===== config.mk =====
export PLATFORM = sky130hd
export DESIGN_NAME = fpga_robots_game_keycode_arbiter
export DESIGN_NICKNAME = d
export VERILOG_FILES = /design/src/rtl/fpga_robots_game_keycode_arbiter.sv
export SDC_FILE = /design/constraint.sdc
export NUM_CORES = 1
export LEC_CHECK = 0
export ABC_AREA = 1
export CAP_MARGIN = 20
export CORE_AREA = 5 5 120 122
export CTS_BUF_LIST = sky130_fd_sc_hd__clkbuf_4 sky130_fd_sc_hd__clkbuf_8
export DETAILED_ROUTE_END_ITERATION = 8
export DIE_AREA = 0 0 125 127
export DONT_BUFFER_PORTS = 1
export PLACE_DENSITY = 0.54
export SYNTH_ARGS = -nofsm -noshare
export SYNTH_HDL_FRONTEND = slang
export SYNTH_SLANG_ARGS = --single-unit

===== constraint.sdc =====
create_clock -name clk -period 7.2 [get_ports clk]
set_input_delay 0.72 -clock clk [delete_from_list [all_inputs] [get_ports clk]]
set_output_delay 0.72 -clock clk [all_outputs]
set_load 0.1 [all_outputs]

===== src/rtl/fpga_robots_game_keycode_arbiter.sv =====
`default_nettype none
// ============================================================================
// fpga_robots_game_keycode_arbiter : merges PS/2 and serial keycode bytes into
// one spaced, prefix-atomic stream.                              Rev 1.0
// ============================================================================
module fpga_robots_game_keycode_arbiter_fifo #(
  parameter int DEPTH = 4
) (
  input  logic       clk,
  input  logic       rst_n,
  input  logic       wr_i,
  input  logic [7:0] wdat_i,
  input  logic       rd_i,
  output logic [7:0] rdat_o,
  output logic       empty_o,
  output logic       ovf_o
);
  localparam int AW = $clog2(DEPTH);
  localparam logic [AW:0] FULL_CNT = (AW+1)'(DEPTH);

  logic [7:0]    mem_q [DEPTH];
  logic [AW-1:0] wp_q;
  logic [AW-1:0] rp_q;
  logic [AW:0]   cnt_q;
  logic          full;
  logic          wr_ok;

  // A full FIFO still takes a write when its head leaves at the same edge.
  assign full    = (cnt_q == FULL_CNT);
  assign empty_o = (cnt_q == '0);
  assign wr_ok   = wr_i && (!full || rd_i);
  assign ovf_o   = wr_i && full && !rd_i;
  assign rdat_o  = mem_q[rp_q];

  always_ff @(posedge clk) begin
    if (wr_ok) mem_q[wp_q] <= wdat_i;
  end

  always_ff @(posedge clk) begin
    if (!rst_n) begin
      wp_q  <= '0;
      rp_q  <= '0;
      cnt_q <= '0;
    end else begin
      if (wr_ok) wp_q <= wp_q + 1'b1;
      if (rd_i)  rp_q <= rp_q + 1'b1;
      cnt_q <= cnt_q + {{AW{1'b0}}, wr_ok} - {{AW{1'b0}}, rd_i};
    end
  end
endmodule

module fpga_robots_game_keycode_arbiter #(
  parameter int DEPTH        = 4,
  parameter int GAP          = 1,
  parameter int LOCK_TIMEOUT = 1023
) (
  input  logic       clk,
  input  logic       rst_n,
  input  logic [7:0] ps2_rx_dat,
  input  logic       ps2_rx_stb,
  input  logic [7:0] ser_kc_dat,
  input  logic       ser_kc_stb,
  input  logic       ovf_clr,
  output logic [7:0] kc_dat,
  output logic       kc_stb,
  output logic       kc_src,
  output logic [1:0] ovf,
  output logic       lock_abort
);
  localparam logic [2:0]  GAP_INIT = 3'(GAP);
  localparam logic [15:0] TO_LAST  = 16'(LOCK_TIMEOUT - 1);

  logic [7:0]  head_ps2, head_ser, gdat;
  logic [1:0]  empty, ovf_set, elig;
  logic        grant, gsrc, pop_ps2, pop_ser, lock_empty;

  logic [7:0]  kc_dat_q, kc_dat_d;
  logic        kc_stb_q, kc_stb_d;
  logic        kc_src_q, kc_src_d;
  logic [1:0]  ovf_q, ovf_d;
  logic        abort_q, abort_d;
  logic        lock_q, lock_d;
  logic        lock_src_q, lock_src_d;
  logic        last_q, last_d;
  logic [2:0]  gap_q, gap_d;
  logic [15:0] to_q, to_d;

  fpga_robots_game_keycode_arbiter_fifo #(.DEPTH(DEPTH)) u_ps2_fifo (
    .clk(clk), .rst_n(rst_n), .wr_i(ps2_rx_stb), .wdat_i(ps2_rx_dat), .rd_i(pop_ps2),
    .rdat_o(head_ps2), .empty_o(empty[0]), .ovf_o(ovf_set[0])
  );

  fpga_robots_game_keycode_arbiter_fifo #(.DEPTH(DEPTH)) u_ser_fifo (
    .clk(clk), .rst_n(rst_n), .wr_i(ser_kc_stb), .wdat_i(ser_kc_dat), .rd_i(pop_ser),
    .rdat_o(head_ser), .empty_o(empty[1]), .ovf_o(ovf_set[1])
  );

  // While locked only the lock holder can be eligible, so a tie implies unlocked.
  always_comb begin
    elig[0]    = !empty[0] && (gap_q == 3'd0) && (!lock_q || !lock_src_q);
    elig[1]    = !empty[1] && (gap_q == 3'd0) && (!lock_q ||  lock_src_q);
    grant      = |elig;
    gsrc       = (&elig) ? ~last_q : elig[1];
    gdat       = gsrc ? head_ser : head_ps2;
    pop_ps2    = grant && !gsrc;
    pop_ser    = grant &&  gsrc;
    lock_empty = lock_src_q ? empty[1] : empty[0];
  end

  always_comb begin
    kc_dat_d   = kc_dat_q;
    kc_src_d   = kc_src_q;
    kc_stb_d   = grant;
    abort_d    = 1'b0;
    last_d     = last_q;
    lock_d     = lock_q;
    lock_src_d = lock_src_q;
    gap_d      = (gap_q != 3'd0) ? gap_q - 3'd1 : 3'd0;
    to_d       = to_q;
    ovf_d      = (ovf_q & ~{2{ovf_clr}}) | ovf_set;
    if (grant) begin
      kc_dat_d = gdat;
      kc_src_d = gsrc;
      last_d   = gsrc;
      gap_d    = GAP_INIT;
      to_d     = '0;
      if (gdat == 8'hE0 || gdat == 8'hF0) begin
        lock_d     = 1'b1;
        lock_src_d = gsrc;
      end else if (lock_q && (lock_src_q == gsrc)) begin
        lock_d = 1'b0;
      end
    end else if (lock_q && lock_empty) begin
      if (to_q >= TO_LAST) begin
        lock_d  = 1'b0;
        abort_d = 1'b1;
        to_d    = '0;
      end else begin
        to_d = to_q + 16'd1;
      end
    end else if (!lock_q) begin
      to_d = '0;
    end
  end

  always_ff @(posedge clk) begin
    if (!rst_n) begin
      kc_dat_q   <= '0;
      kc_stb_q   <= 1'b0;
      kc_src_q   <= 1'b0;
      ovf_q      <= '0;
      abort_q    <= 1'b0;
      lock_q     <= 1'b0;
      lock_src_q <= 1'b0;
      last_q     <= 1'b1;
      gap_q      <= '0;
      to_q       <= '0;
    end else begin
      kc_dat_q   <= kc_dat_d;
      kc_stb_q   <= kc_stb_d;
      kc_src_q   <= kc_src_d;
      ovf_q      <= ovf_d;
      abort_q    <= abort_d;
      lock_q     <= lock_d;
      lock_src_q <= lock_src_d;
      last_q     <= last_d;
      gap_q      <= gap_d;
      to_q       <= to_d;
    end
  end

  assign kc_dat     = kc_dat_q;
  assign kc_stb     = kc_stb_q;
  assign kc_src     = kc_src_q;
  assign ovf        = ovf_q;
  assign lock_abort = abort_q;
endmodule
`default_nettype wire


==> results by group <==
Timing
  – Relative slew slack: 31.8%
  – Final WS setup: 4.43 ns
  – Fin crit share: 38.5%
  – Post-route minimum period: 2.77 ns
  – Fmax: 0.361 GHz
  – Final TNS setup: 0 ns
  – RSZ-0062 raised after global routing: false
  – Worst slew pin tran: 1.02 ns
  – Hold Violations, Final: 0
  – Final setup vio count: 0
  – WHS: 0.372 ns
  – Skew final: 0.0144 ns
  – Final Max Slew Viols: 0

Synth
  – Top cells by area, synth: edfxtp_1 37%, dfxtp_1 20%, nand2_1 8.6%
  – Distinct cell type count after synthesis: 36
  – Synth Instances: 553
  – Yosys top cell by area: edfxtp_1
  – Synthesized area: 5190 um2
  – Seq/Total Area, Yosys: 57.5%
  – Yosys warns: 0
  – Avg Synthesized Cell Area: 9.39 um2
  – Syn nets: 592
  – Register bit count reported by yosys: 117
  – Share of the synthesized area in the top cell type: 37.0%

Floorplan
  – IO Pins: 34
  – # rows: 42
  – Die area: 15900 um2
  – Die Y: 127 um
  – Core Area: 13100 um2
  – Initial core utilization: 39.7%
  – Die width: 125 um

Clocking
  – H-tree levels: 4
  – Clk sinks: 117
  – Clock tree buffer depth: 2
  – Post-CTS setup buffer count: 0
  – CTS tree: done
  – Post-CTS sizing: 0
  – Clk_lat worst skew: 0.44 ns
  – CTS root buf: clkbuf_8
  – CTS Buf Count: 17
  – Clk pin slew, worst setup/hold paths: 0.08 ns
  – Cts hold-fix bufs: 0

Critical path
  – WS Path Type: reg2reg
  – Critical path capture point type: flip-flop
  – Crit path from: gap_q[0]
  – Req. time, crit path: 7.52 ns
  – Start of the worst register-to-register path: gap_q[0]
  – CP Data Arrival Time: 3.10 ns
  – Critical path launch point type: flip-flop
  – Max Fanout on Critical Path: 13

Power and ir drop
  – Power per Cell Area: 420 nW/um2
  – Sw Ratio: 41.4%
  – Logic pwr share: 31.4%
  – Internal power: 0.00140 W
  – Sw Pwr: 0.000990 W
  – Seq pwr share: 43.0%
  – Clk network pwr share: 25.6%
  – Maximum vdd drop: 0.000162 V
  – Lkg Pwr: 2.26 nW

Routing
  – Routed via count: 3493
  – Via/cell ratio: 4.69
  – Total iterations of the first detailed-routing run: 6
  – Post-route ant nets: 0
  – Wirelength per Cell: 13.8 um
  – Routed Wire Length: 10300 um
  – DR DRC count: 0
  – Initial drt markers: 197

Placed design
  – Dpl ws: 4.43 ns
  – Buffers added on ports: 0
  – HPWL after DPL: 7150 um
  – Routability cong.: 0.793

Outcome
  – Outcome: finished, final reports clean

Global routing
  – Global Route Usage Sum: 13.6%
  – Grt total ovfl: 0
  – First-pass GRT wire length: 16800 um
  – Initial antenna violation count: 0
  – Vias in the first global route: 3393
  – Largest net degree at the start of global routing: 27

Finish
  – Multi-input gate area: 1780 um2
  – Share of layout cells above drive strength 1: 11.4%
  – Synthesis-to-finish area growth: 9.72%
  – NumNets Final: 595
  – Commonest cells after routing, fill and taps aside: 119 x nand2_1, 71 x inv_1, 64 x edfxtp_1
  – Commonest non-fill, non-tap cell in the layout: nand2_1
  – Ant diodes: 0
  – Reg area: 2980 um2
  – # fillers: 1253

Min path
  – Hold path start: ser_kc_dat[3]
  – Min-delay worst type: in2reg

Run
  – Max_cap viols: 0
[metrics by stage]
step                      cell area (um2)  instances  util (%)  total power [W]
after floorplan                      5190        553         -          0.00166
after global placement               5290        713      40.4          0.00178
after detailed placement             5290        713      40.4          0.00181
after CTS                            5690        745      43.5          0.00243
after global routing                 5690        745      43.5          0.00258
final                                5690        745      43.5          0.00239
[state kept, by name, indices dropped and copies added (netlist names), 2 cells and up, named ones only]
name	count
u_ser_fifo.mem_q	32
u_ser_fifo.rp_q	2
u_ps2_fifo.cnt_q	3
u_ps2_fifo.rp_q	2
u_ps2_fifo.wp_q	2
u_ser_fifo.cnt_q	3
gap_q	3
u_ps2_fifo.mem_q	32
to_q	16
u_ser_fifo.wp_q	2
kc_dat	8
ovf	2
[Yosys cell counts, drive strengths merged]
library cell and instances:
buf 13, ha 16, fa 2, nand3 35
a21oi 29, nand4 2, o22ai 2, nor2 62
inv 79, nand2 136, a32oi 1, nor3 11
a31oi 1, clkinv 1, edfxtp 64, o21ai 33
a211oi 5, xnor2 2, clkbuf 3, o211ai 1
dfxtp 53, xor2 2
[cells by family (layout without fill, tap and decap cells)]
logic type	Yosys count	in the layout	share of synthesized area, %
buffers and inverters	96	112	8.20
AO/OA/AOI/OAI	72	72	7.67
AND/OR/NAND/NOR	246	246	21.4
flip-flops	117	117	57.5
adder cells (fa/ha/maj)	18	18	4.63
XOR/XNOR	4	4	0.675
[layout make-up]
type	count	area share (%)
Sequential cell	117	52.4
Clock buffer	19	4.37
Tap cell	176	3.87
Multi-Input combinational cell	340	31.3
Inverter	80	5.32
Clock inverter	13	2.77
[final timing paths]
check | to | slack (ns) | cells after the start
min | u_ser_fifo.mem_q[0][3] | 0.37 | 0
max reg2reg | u_ps2_fifo.cnt_q[2] | 4.43 | 17
max | u_ps2_fifo.cnt_q[2] | 4.43 | 17
min reg2reg | to_q[15] | 0.44 | 2
[critical path: stages (launching register included)]
cell     delay (ns)
dfxtp_1        0.31
inv_1          0.08
ha_1           0.19
nand2_4        0.08
inv_2          0.05
nand2_2        0.06
nor2_4         0.19
nand2_4        0.19
nand2_2        0.16
inv_1          0.08
ha_1           0.29
inv_1          0.06
ha_1           0.14
inv_1          0.05
fa_1           0.36
xor2_1         0.16
o21ai_0        0.15
a21oi_1        0.05
[power by group through the flow]
| stage | Combinational (W) | Sequential [W] | Clock, W |
|---|---|---|---|
| 3_5_place_dp | 0.000760 | 0.00105 | 0 |
| 5_1_grt | 0.000867 | 0.00105 | 0.000662 |
| 3_3_place_gp | 0.000735 | 0.00104 | 0 |
| 6_report | 0.000751 | 0.00103 | 0.000613 |
| 2_1_floorplan | 0.000664 | 0.000998 | 0 |
| 4_1_cts | 0.000764 | 0.00103 | 0.000632 |
[per-layer routing]
metal	wire length, um	up-vias	global-route usage, %	part of all wire [%]
met5	0	-	0	0
met4	243	0	6.76	2.4
met3	544	21	4.67	5.3
met2	4890	51	22.3	48
met1	4570	1624	16.1	45
li1	-	1797	-	-
No activity file was read; power rests on OpenSTA's default activity.
